`src/rtl/pong_match_ctrl.sv`:
```
// rtl/pong_match_ctrl.sv - pong match sequencer: serve delay, play, point pause, game over
// Owns both point counters and drives the ball block's reset/animate from the state register.
module pong_match_ctrl #(
  parameter int WIN_SCORE    = 7,
  parameter int SCORE_W      = 4,
  parameter int SERVE_FRAMES = 60,
  parameter int POINT_FRAMES = 90,
  parameter int CNT_W        = 8
) (
  input  logic               in_clock,
  input  logic               in_reset,
  input  logic               in_ani_stb,
  input  logic               in_start,
  input  logic               in_pause,
  input  logic               in_left_score,
  input  logic               in_right_score,
  output logic               out_ball_reset,
  output logic               out_ball_animate,
  output logic               out_serve_dir,
  output logic [SCORE_W-1:0] out_left_points,
  output logic [SCORE_W-1:0] out_right_points,
  output logic [1:0]         out_winner,
  output logic [2:0]         out_state
);

  typedef enum logic [2:0] {
    S_IDLE  = 3'd0,
    S_SERVE = 3'd1,
    S_PLAY  = 3'd2,
    S_PAUSE = 3'd3,
    S_POINT = 3'd4,
    S_OVER  = 3'd5
  } state_t;

  localparam logic [CNT_W-1:0]   SERVE_LOAD = CNT_W'(SERVE_FRAMES - 1);
  localparam logic [CNT_W-1:0]   POINT_LOAD = CNT_W'(POINT_FRAMES - 1);
  localparam logic [SCORE_W-1:0] WIN        = SCORE_W'(WIN_SCORE);

  state_t             state_q;
  logic [CNT_W-1:0]   cnt_q;
  logic [SCORE_W-1:0] left_q, right_q;
  logic [SCORE_W-1:0] left_d, right_d;
  logic [1:0]         winner_q;
  logic               serve_dir_q;
  logic               start_q, pause_q;
  logic               start_rise, pause_rise;

  assign start_rise = in_start & ~start_q;
  assign pause_rise = in_pause & ~pause_q;

  // Saturating increments; only committed when that player wins a point.
  assign left_d  = (left_q  == WIN) ? left_q  : left_q  + SCORE_W'(1);
  assign right_d = (right_q == WIN) ? right_q : right_q + SCORE_W'(1);

  always_ff @(posedge in_clock) begin
    if (in_reset) begin
      state_q     <= S_IDLE;
      cnt_q       <= '0;
      left_q      <= '0;
      right_q     <= '0;
      winner_q    <= 2'b00;
      serve_dir_q <= 1'b0;
      start_q     <= 1'b0;
      pause_q     <= 1'b0;
    end else begin
      start_q <= in_start;
      pause_q <= in_pause;
      case (state_q)
        S_IDLE, S_OVER: begin
          if (start_rise) begin
            state_q  <= S_SERVE;
            left_q   <= '0;
            right_q  <= '0;
            winner_q <= 2'b00;
            cnt_q    <= SERVE_LOAD;
          end
        end
        S_SERVE: begin
          if (in_ani_stb) begin
            if (cnt_q == '0) state_q <= S_PLAY;
            else             cnt_q   <= cnt_q - CNT_W'(1);
          end
        end
        S_PLAY: begin
          // A simultaneous double score is treated as a dead ball and re-served.
          if (in_left_score && in_right_score) begin
            state_q <= S_SERVE;
            cnt_q   <= SERVE_LOAD;
          end else if (in_left_score) begin
            state_q     <= S_POINT;
            left_q      <= left_d;
            serve_dir_q <= 1'b0;
            cnt_q       <= POINT_LOAD;
          end else if (in_right_score) begin
            state_q     <= S_POINT;
            right_q     <= right_d;
            serve_dir_q <= 1'b1;
            cnt_q       <= POINT_LOAD;
          end else if (pause_rise) begin
            state_q <= S_PAUSE;
          end
        end
        S_PAUSE: begin
          if (pause_rise) state_q <= S_PLAY;
        end
        S_POINT: begin
          if (in_ani_stb) begin
            if (cnt_q != '0) begin
              cnt_q <= cnt_q - CNT_W'(1);
            end else if (left_q == WIN) begin
              state_q  <= S_OVER;
              winner_q <= 2'b01;
            end else if (right_q == WIN) begin
              state_q  <= S_OVER;
              winner_q <= 2'b10;
            end else begin
              state_q <= S_SERVE;
              cnt_q   <= SERVE_LOAD;
            end
          end
        end
        default: state_q <= S_IDLE;
      endcase
    end
  end

  assign out_ball_reset   = (state_q == S_IDLE) || (state_q == S_SERVE);
  assign out_ball_animate = (state_q == S_PLAY);
  assign out_serve_dir    = serve_dir_q;
  assign out_left_points  = left_q;
  assign out_right_points = right_q;
  assign out_winner       = winner_q;
  assign out_state        = state_q;

endmodule

```
`config.mk`:
```
export PLATFORM = sky130hd
export DESIGN_NAME = pong_match_ctrl
export DESIGN_NICKNAME = d
export VERILOG_FILES = /design/src/rtl/pong_match_ctrl.sv
export SDC_FILE = /design/constraint.sdc
export NUM_CORES = 1
export LEC_CHECK = 0
export BUFFER_PORTS_ARGS = -buffer_cell sky130_fd_sc_hd__buf_2
export CAP_MARGIN = 20
export CORE_ASPECT_RATIO = 0.6
export CORE_UTILIZATION = 51
export CTS_CLUSTER_DIAMETER = 200
export DETAILED_ROUTE_END_ITERATION = 8
export HOLD_SLACK_MARGIN = 0.06
export PLACE_DENSITY = 0.75
export SYNTH_ARGS = -nofsm -noshare
export SYNTH_HDL_FRONTEND = slang
export SYNTH_SLANG_ARGS = --single-unit
```
`constraint.sdc`:
```
create_clock -name in_clock -period 1.8 [get_ports in_clock]
set_input_delay 0.09 -clock in_clock [delete_from_list [all_inputs] [get_ports in_clock]]
set_output_delay 0.09 -clock in_clock [all_outputs]
set_load 0.01 [all_outputs]
```
==> results.py, run 1 <==
metrics = {
    "global_routing": {
        "grt_overflow": 0,
        "antenna_found_initial": 0,
        "grt_pass1_vias": 1552,
        "grt_max_degree": 18,
        "grtUsageTotal_pct": 30.2,
        "grt_pass1_wl_um": 7380,
    },
    "flow_run": {
        "maxCapViolations": 0,
    },
    "routing": {
        "wl_per_cell_um": 18.7,
        "avgViaCountPerCell": 6.46,
        "wirelength_um": 5450,
        "drtAntennaViolNets": 0,
        "drc": 0,
        "first_iter_violations": 296,
        "route.vias.total": 1887,
        "first_pass_iters": 6,
    },
    "critical_path": {
        "timing.critical_path.cells": "xnor2_2, mux2_4, o21a_2, a311o_1, nand2_1",
        "worst-path-buf-inv": 0,
        "worstPathMaxFanout": 9,
        "slowest_delay_ns": 0.51,
        "cp.required_ns": 2.03,
        "cp-start-kind": "register",
        "critPathKind": "register to register",
        "critical_path_arrival_ns": 2.07,
        "critPathTopFamily": "compound AO/OA/AOI/OAI gates",
        "crit_slowest_cell": "dfxtp_1",
        "end_kind": "register",
    },
    "floorplan": {
        "die_area_mm2": 0.00333,
        "core_mm2": 0.00291,
        "die_y_um": 45.1,
        "rows": 15,
        "start_util_pct": 54.2,
        "dieWidth_um": 73.8,
        "io_pins": 23,
    },
    "timing": {
        "hold_viol": 0,
        "setup_ws_ns": -0.0427,
        "fmax_mhz": 543,
        "finalMaxSlewViolations": 0,
        "fin_tns_setup_ns": -0.0791,
        "finalCritPeriodShare_pct": 102,
        "tightest_slew_ns": 0.564,
        "setup_viol": 2,
        "relSlewSlack_pct": 62.2,
        "finalCriticalPeriod_ns": 1.84,
        "fin_skew_ns": 0.0134,
        "rsz0062_at_grt": "true",
    },
    "placement": {
        "dp_cells": 280,
        "port_buffers": 22,
        "dp_hpwl_um": 3490,
        "pre_cts_ws_ns": -0.153,
        "place_congestion": 0.977,
    },
    "synth": {
        "async_flop_share_pct": 0,
        "yosysWarnings": 0,
        "synth-seq-cells": 24,
        "synth_cell_type_count": 50,
        "synth_edf_count": 0,
        "ys.flop_type": "dfxtp_1",
        "netlist_instances": 191,
        "ys_seq_area_share_pct": 30.5,
        "avgSynthCellArea_um2": 8.26,
        "synth_area_mm2": 0.00158,
        "synth_nets": 204,
    },
    "clocking": {
        "ctsRootBufferMaster": "clkbuf_8",
        "htree_num_levels": 1,
        "clk_pin_slew_ns": 0.10,
        "clk_latency_ns": 0.28,
        "ctsLongestPathBuffers": 2,
        "cts.sinks": 24,
        "cts_tree": "yes",
        "numCtsBuffers": 3,
    },
    "hold_path": {
        "hold_class": "primary input to register",
    },
    "finish": {
        "area_growth_pct": 38.5,
        "utilization_pct": 75.1,
        "drive_gt1_share_pct": 45.6,
        "antenna-diode-count": 0,
        "nets": 264,
        "n_fill_cell": 191,
        "final_cells": 292,
    },
    "pwr": {
        "leakagePower_nw": 0.905,
        "total_power_mw": 2.49,
        "vdd_ir_drop_max_mv": 0.613,
        "p_per_area_mw_per_mm2": 1140,
    },
    "status": {
        "violations": "negative setup slack",
        "outcome": "finished, violations left",
    },
}
==> worst paths after layout <==
check                              startpoint            end  slack [ns]  cells past startpoint
worst max-delay path             out_state[0]       cnt_q[6]       -0.04                      5
worst min-delay path                 in_reset   out_state[2]        0.20                      2
worst max register to register   out_state[0]       cnt_q[6]       -0.04                      5
worst min register to register  out_winner[0]  out_winner[0]        0.49                      2
==> timing repair <==
action / 4_1_cts / 5_1_grt
setup buffers: 2 / 4
hold endpoints to repair: 2 / 0
gates cloned: 0 / 0
setup endpoints to repair: 12 / 15
gates resized for setup: 10 / 30
hold buffers: 2 / 0
pin swaps: 3 / 9
==> cells in the final DEF (no fill, tap or decap), types with 2 or more instances in the layout <==
cell	count
nand3b_1	5
a31oi_1	5
or3_1	2
xnor2_1	2
or3b_2	3
a211oi_1	2
ha_4	2
dlygate4sd3_1	2
and2_1	2
o31ai_1	2
nor4_1	2
o21ai_1	3
nor3_1	3
clkbuf_8	4
and2b_2	2
inv_4	2
nand4_1	2
o21ai_0	7
nand3_1	10
dfxtp_2	4
a311oi_1	3
or2_2	4
a21oi_2	3
nand2_1	13
buf_2	22
nor2b_1	4
buf_4	39
inv_1	8
dfxtp_1	19
nor2_1	10
nand3_2	2
nor2_2	2
ha_1	4
nand2b_1	2
a21oi_1	18
buf_6	2
==> where the power goes <==
group / total (mW) / switching (mW) / internal (mW)
clock network: 0.386 / 0.190 / 0.196
logic: 1.42 / 0.739 / 0.685
registers: 0.680 / 0.0827 / 0.597
==> sequential cells by signal (all words and copies together), names as in the netlist <==
register and flops:
out_right_points 4, pause_q 1, out_left_points 4, out_winner 2, cnt_q 8, out_state 3, start_q 1, out_serve_dir 1
==> routing by layer <==
layer  track usage [%]  wire length, um
met3              8.71              766
met1              42.1             2180
met2              47.3             2300
met4              5.38              201
met5                 0                0
==> synthesized netlist by cell type (5+ instances only) <==
cell type / count / area share (%)
dfxtp_1: 24 / 30
a21oi_1: 21 / 6.7
nand2_1: 14 / 3.3
nand3_1: 12 / 3.8
nor2_1: 12 / 2.9
inv_1: 10 / 2.4
o21ai_0: 9 / 2.9
ha_1: 6 / 4.8
a31oi_1: 5 / 2.0
nand3b_1: 5 / 2.4
==> layout make-up <==
cell class	count	area, um^2	area share [%]
Clock buffer	4	55.1	2.52
Sequential cell	24	489	22.4
Multi-Input combinational cell	147	1100	50.4
Tap cell	42	52.6	2.40
Inverter	10	42.5	1.95
Timing Repair Buffer	65	445	20.4
==> per-stage QoR <==
stage | area, um^2 | hold slack [ns]
after floorplan | 1590 | 0.218
after global placement | 1920 | 0.315
after CTS | 2040 | 0.203
after global routing | 2190 | 0.226
after detailed placement | 1920 | 0.334
final | 2190 | 0.205
==> cells by family (layout without fill, tap and decap cells) <==
family          after synthesis  in the layout  share of synthesized area [%]
buf+inv                      20             79                           8.33
mux                           1              1                          0.951
flops                        24             24                           30.5
xor+xnor                      3              3                           1.67
compound gates               58             58                           24.8
simple gates                 79             79                           29.0
fa+ha+maj                     6              6                           4.76
Note: power is estimated with default switching activity, not from simulation.
==> run 2: changes to the inputs <==
ABC_AREA = 1   (was unset)
CORE_MARGIN = 4   (was unset)
==> run 2 against run 1 <==
  * The flow now finishes without violations
  * Clock-buffer cell count shrank 1
  * Register-to-register slack improved by 0.15 ns
  * Synthesized area increased by 5.9%
  * Critical path depth increased by 6
  * Global-route usage fell by 9.0 points
  * Combinational power grew 27%
  * Sequential power up 9.3%
  * Flip-flop and latch count stayed put
  * Critical endpoint is now cnt_q[1]
==> results.py, run 2 <==
metrics = {
    "routing": {
        "wl_per_cell_um": 12.4,
        "first_pass_iters": 5,
        "drtAntennaViolNets": 0,
        "avgViaCountPerCell": 5.06,
        "route.vias.total": 1755,
        "drc": 0,
        "first_iter_violations": 216,
        "wirelength_um": 4310,
    },
    "critical_path": {
        "critical_path_arrival_ns": 1.87,
        "crit_slowest_cell": "dlygate4sd3_1",
        "r2r_setup_slack_ns": 0.11,
        "worst-path-buf-inv": 4,
        "end_kind": "register",
        "worstPathMaxFanout": 7,
        "cp-start-kind": "primary input",
        "timing.critical_path.cells": "dlygate4sd3_1, buf_2, inv_1, ha_1, nand4_1, nand2_1, nor2_4, nand2_4, buf_4, nor2_1, nor2_1",
        "cp.required_ns": 1.97,
        "worstRegToRegCells": 10,
        "critPathTopFamily": "buffers and inverters",
        "crit_path_end": "cnt_q[1]",
        "slowest_delay_ns": 0.51,
        "critPathKind": "primary input to register",
        "worstReg2RegStart": "out_state[2]",
        "crit_top_cell": "nor2_1",
        "reg2reg_to": "cnt_q[1]",
        "path_depth": 11,
        "crit_path_start": "in_left_score",
    },
    "floorplan": {
        "die_y_um": 52.3,
        "dieWidth_um": 81.9,
        "die_area_mm2": 0.00429,
        "rows": 15,
        "core_mm2": 0.00300,
        "start_util_pct": 55.7,
        "io_pins": 23,
    },
    "finish": {
        "most-common-layout-cells": "nand2_1, nor2_1, inv_1, nand3_1",
        "area_growth_pct": 17.8,
        "antenna-diode-count": 0,
        "mostFrequentLayoutCell": "nand2_1",
        "final_cells": 347,
        "stdcell_area_mm2": 0.00197,
        "largest_register_ffs": 8,
        "largest_register": "cnt_q",
        "nets": 320,
        "n_fill_cell": 300,
        "drive_gt1_share_pct": 20.3,
    },
    "synth": {
        "synth-seq-cells": 24,
        "synth_cell_type_count": 30,
        "async_flop_share_pct": 0,
        "synth_common_cells": "nand2_1, nor2_1, inv_1, nand3_1, dfxtp_1",
        "yosys-mux-area-fraction_pct": 0,
        "avgSynthCellArea_um2": 6.17,
        "synth_adder_area_share_pct": 4.49,
        "ys.flop_type": "dfxtp_1",
        "synth_area_mm2": 0.00167,
        "synth_edf_count": 0,
        "ys_top_cells_by_area": "dfxtp_1, nand2_1, nor2_1",
        "yosys.area.top_type_share_pct": 28.7,
        "yosysMostFrequentCell": "nand2_1",
        "netlist_instances": 271,
        "synth_nets": 284,
        "ys_seq_area_share_pct": 28.7,
        "synthXorXnorAreaFrac_pct": 2.10,
        "synth_top_family_by_area": "simple AND/OR/NAND/NOR gates",
        "synth_compound_area_share_pct": 10.6,
        "yosys.area_share.simple_pct": 42.5,
        "yosysWarnings": 0,
        "yosysTopAreaCell": "dfxtp_1",
    },
    "timing": {
        "finalCritPeriodShare_pct": 94.6,
        "fmax_mhz": 587,
        "hold_viol": 0,
        "relSlewSlack_pct": 71.2,
        "finalCriticalPeriod_ns": 1.70,
        "tightest_slew_ns": 0.431,
        "fin_skew_ns": 0.00308,
        "finalMaxSlewViolations": 0,
        "holdWs_ns": 0.174,
        "fin_tns_setup_ns": 0,
        "setup_viol": 0,
    },
    "clocking": {
        "ctsRootBufferMaster": "clkbuf_8",
        "cts_tree": "yes",
        "clk_latency_ns": 0.27,
        "numCtsBuffers": 3,
        "cts.sinks": 24,
        "clk_pin_slew_ns": 0.08,
        "htree_num_levels": 1,
        "ctsLongestPathBuffers": 2,
    },
    "placement": {
        "place_congestion": 0.936,
        "port_buffers": 22,
        "dp_cells": 337,
        "place_area_mm2": 0.00184,
        "dp_hpwl_um": 3260,
    },
    "pwr": {
        "vdd_ir_drop_max_mv": 0.733,
        "p_per_area_mw_per_mm2": 1460,
        "leakagePower_nw": 1.03,
    },
    "flow_run": {
        "maxCapViolations": 0,
    },
    "status": {
        "outcome": "finished, final reports clean",
    },
    "global_routing": {
        "grt_overflow": 0,
        "antenna_found_initial": 0,
        "grt_pass1_wl_um": 6870,
        "grt_pass1_vias": 1447,
        "grt_max_degree": 15,
        "grtUsageTotal_pct": 21.2,
    },
    "hold_path": {
        "hold_class": "primary input to register",
    },
}
[run 2: changes by cell type in the layout (fill, tap and decap cells not counted), sizes merged, moves of 5 or more]
cell | before | now
nand2 | 14 | 82
nor2 | 12 | 50
buf | 63 | 33
inv | 10 | 36
nand3 | 12 | 26
a21oi | 21 | 15
nand3b | 5 | 0
o21ai | 10 | 15
[run 2: cell families (layout without fill, tap and decap cells)]
| group | Yosys count | count (layout) |
|---|---|---|
| AOI/OAI and AO/OA | 33 | 33 |
| xor gates and xnor gates | 4 | 4 |
| buffers and inverters | 42 | 75 |
| adders and majority gates | 6 | 6 |
| and+or+nand+nor | 162 | 163 |
| DFF | 24 | 24 |
[run 2: timing repair]
action,CTS,global route
hold buffers,3,0
setup buffers,0,3
resized for setup,0,8
hold endpoints to repair,3,0
endpoints found under the setup margin,0,9
[run 2: through the flow]
stage	setup slack, ns	util (%)	power (mW)
final	0.0977	65.6	2.87
after global placement	0.183	61.4	2.38
after global routing	-0.00775	65.6	3.15
after floorplan	0.333	-	2.05
after CTS	0.133	63.8	2.71
after detailed placement	0.155	61.4	2.37
[run 2: routing by layer]
layer  share of wire (%)  GRT usage (%)  vias to the layer above  routed length [um]
met2                  36           26.4                       90                1550
met4                0.44           3.59                        0                  19
li1                    -              -                      921                   -
met3                  12           6.36                        2                 503
met5                   0              0                        -                   0
met1                  52           34.3                      742                2240
[run 2: worst register-to-register path, stage by stage, from the launching register on]
cell and delay, ns:
dfxtp_1 0.51, inv_2 0.11, nand2_4 0.12, nor2_4 0.06
nand3_1 0.11, nand2_1 0.10, nor2_4 0.16, nand2_4 0.11
buf_4 0.15, nor2_1 0.11, nor2_1 0.05
[run 2: worst min path at each step]
stage	startpoint	end	slack, ns	cells past startpoint
after floorplan	in_reset	out_left_points[3]	0.16	1
after global placement	in_start	start_q	0.31	3
after global routing	in_reset	cnt_q[7]	0.20	3
after detailed placement	in_left_score	out_serve_dir	0.32	2
final	in_reset	cnt_q[7]	0.17	3
after CTS	in_reset	cnt_q[7]	0.19	3
[run 2: layout make-up]
cell class	count	area [um^2]	area share, %
multi-input combinational	206	1030	52.2
sequential	24	483	24.5
timing repair buffer	36	223	11.3
inverter	36	143	7.24
tap	42	52.6	2.67
clock buffer	3	41.3	2.10
[run 2: where the power goes]
part / switching [mW] / internal, mW
Sequential: 0.109 / 0.634
Combinational: 1.16 / 0.646
Clock: 0.170 / 0.150
Total: 1.44 / 1.43
==> run 3: changes to the inputs <==
BUFFER_PORTS_ARGS = -buffer_cell sky130_fd_sc_hd__buf_4   (was -buffer_cell sky130_fd_sc_hd__buf_2)
==> run 3 against run 2 <==
  * Sequential power about the same
  * Combinational power decreased by 4%
  * Routed wire length increased by 0.88%
  * Flip-flop and latch count unchanged
  * Largest power group unchanged
  * Non-clock buffer count decreased by 4
  * Fmax increased by 0.77%
  * Cell area increased by 0.64%
  * Hold slack got worse by 0.088 ns
  * Critical endpoint is now out_right_points[2]
  * Sequential share of layout area decreased by 0.15 points
==> results.py, run 3 (same netlist as run 2, synthesis figures left out) <==
metrics = {
    "finish": {
        "area_growth_pct": 18.6,
        "n_fill_cell": 291,
        "largest_register_ffs": 8,
        "multi_input_area_mm2": 0.00101,
        "seqCellArea_um2": 483,
        "drive_gt1_share_pct": 19.3,
        "antenna-diode-count": 0,
        "most-common-layout-cells": "nand2_1, nor2_1, inv_1, buf_4, nand3_1",
        "nets": 315,
        "largest_register": "cnt_q",
        "mostFrequentLayoutCell": "nand2_1",
        "utilization_pct": 66.0,
    },
    "hold_path": {
        "hold_class": "primary input to register",
        "holdCritStartpoint": "in_reset",
        "holdPathStages": 2,
        "worstHoldEndpoint": "cnt_q[7]",
    },
    "timing": {
        "finalMaxSlewViolations": 0,
        "setup_viol": 0,
        "fin_skew_ns": 0.00453,
        "tightest_slew_ns": 0.428,
        "hold_viol": 0,
        "fmax_mhz": 592,
        "finalCritPeriodShare_pct": 93.9,
        "fin_tns_setup_ns": 0,
        "rsz0062_at_grt": "false",
        "relSlewSlack_pct": 71.4,
        "finalCriticalPeriod_ns": 1.69,
    },
    "critical_path": {
        "critPathKind": "primary input to register",
        "worstReg2RegStart": "out_right_points[0]",
        "cp-start-kind": "primary input",
        "critPathTopFamily": "buffers and inverters",
        "worstPathMaxFanout": 5,
        "r2r_setup_slack_ns": 0.14,
        "crit_slowest_cell": "dlygate4sd3_1",
        "slowest_delay_ns": 0.54,
        "worst-path-buf-inv": 3,
        "path_depth": 9,
        "critical_path_arrival_ns": 1.86,
        "end_kind": "register",
        "reg2reg_to": "cnt_q[2]",
        "cp.required_ns": 1.97,
        "timing.critical_path.cells": "dlygate4sd3_1, buf_4, ha_1, inv_1, nand3_1, o21ai_2, nand2_1, o21ai_1, nor2_1",
        "worstRegToRegCells": 9,
    },
    "floorplan": {
        "rows": 15,
        "start_util_pct": 55.7,
        "die_y_um": 52.3,
        "die_area_mm2": 0.00429,
        "dieWidth_um": 81.9,
        "core_mm2": 0.00300,
        "io_pins": 23,
    },
    "routing": {
        "route.vias.total": 1810,
        "drtAntennaViolNets": 0,
        "drc": 0,
        "avgViaCountPerCell": 5.29,
        "first_iter_violations": 202,
        "wirelength_um": 4350,
        "wl_per_cell_um": 12.7,
        "first_pass_iters": 5,
    },
    "clocking": {
        "clk_latency_ns": 0.27,
        "cts.sinks": 24,
        "numCtsBuffers": 3,
        "ctsRootBufferMaster": "clkbuf_8",
        "ctsLongestPathBuffers": 2,
        "clk_pin_slew_ns": 0.09,
        "cts_tree": "yes",
        "htree_num_levels": 1,
    },
    "global_routing": {
        "grt_pass1_wl_um": 7150,
        "grt_overflow": 0,
        "grtUsageTotal_pct": 21.9,
        "grt_pass1_vias": 1482,
        "grt_max_degree": 15,
        "antenna_found_initial": 0,
    },
    "status": {
        "outcome": "finished, final reports clean",
    },
    "placement": {
        "place_congestion": 1.02,
        "port_buffers": 22,
        "dp_hpwl_um": 3290,
    },
    "pwr": {
        "leakagePower_nw": 1.02,
        "p_per_area_mw_per_mm2": 1420,
        "vdd_ir_drop_max_mv": 0.749,
    },
    "flow_run": {
        "maxCapViolations": 0,
    },
}
[run 3: how the worst max path moves through the flow]
stage / slack, ns / end / start
6_report: 0.11 / out_right_points[2] / in_left_score
3_3_place_gp: 0.08 / out_right_points[2] / out_state[0]
2_1_floorplan: 0.33 / cnt_q[3] / out_right_points[0]
3_5_place_dp: 0.03 / out_right_points[2] / out_state[0]
5_1_grt: 0.01 / out_state[0] / cnt_q[1]
4_1_cts: 0.01 / out_right_points[2] / out_state[0]
[run 3: repair_timing]
action,in CTS,in global routing
endpoints found under the setup margin,0,15
buffers inserted,0,0
hold buffers,3,0
gates resized for setup,0,7
endpoints found under the hold margin,3,0
[run 3: metrics by stage]
step / instances / total power, mW / area [um^2] / hold WS [ns] / setup slack, ns
finish: 342 / 2.80 / 1980 / 0.0859 / 0.111
global route: 342 / 3.05 / 1980 / 0.0966 / 0.0121
CTS: 342 / 2.74 / 1960 / 0.0755 / 0.0107
detailed placement: 336 / 2.40 / 1890 / 0.307 / 0.0312
global placement: 336 / 2.40 / 1890 / 0.295 / 0.0837
floorplan: 271 / 2.05 / 1670 / 0.159 / 0.333
[run 3: layout make-up]
class	count	share of cell area, %
Multi-Input combinational cell	205	51.2
Sequential cell	24	24.4
Timing Repair Buffer	32	12.5
Inverter	36	7.20
Tap cell	42	2.65
Clock buffer	3	2.08
[run 3: metal layers]
metal	GRT usage, %	share of wire, %
met5	0	0
met4	3.59	0.44
met3	4.98	11
met2	27.3	36
met1	36.1	52
[run 3: worst register-to-register path: stages, from the launching register on]
cell and delay, ns:
dfxtp_1 0.32, ha_1 0.23, nand3_1 0.17, nand2_1 0.14
nand2_1 0.09, nor2_1 0.05, nor2_2 0.17, nand2_4 0.14
o21ai_0 0.18, nor2_1 0.06
[run 3: power by group]
part,internal (mW),switching [mW]
sequential,0.636,0.107
clock,0.150,0.179
combinational,0.597,1.14
total,1.38,1.42
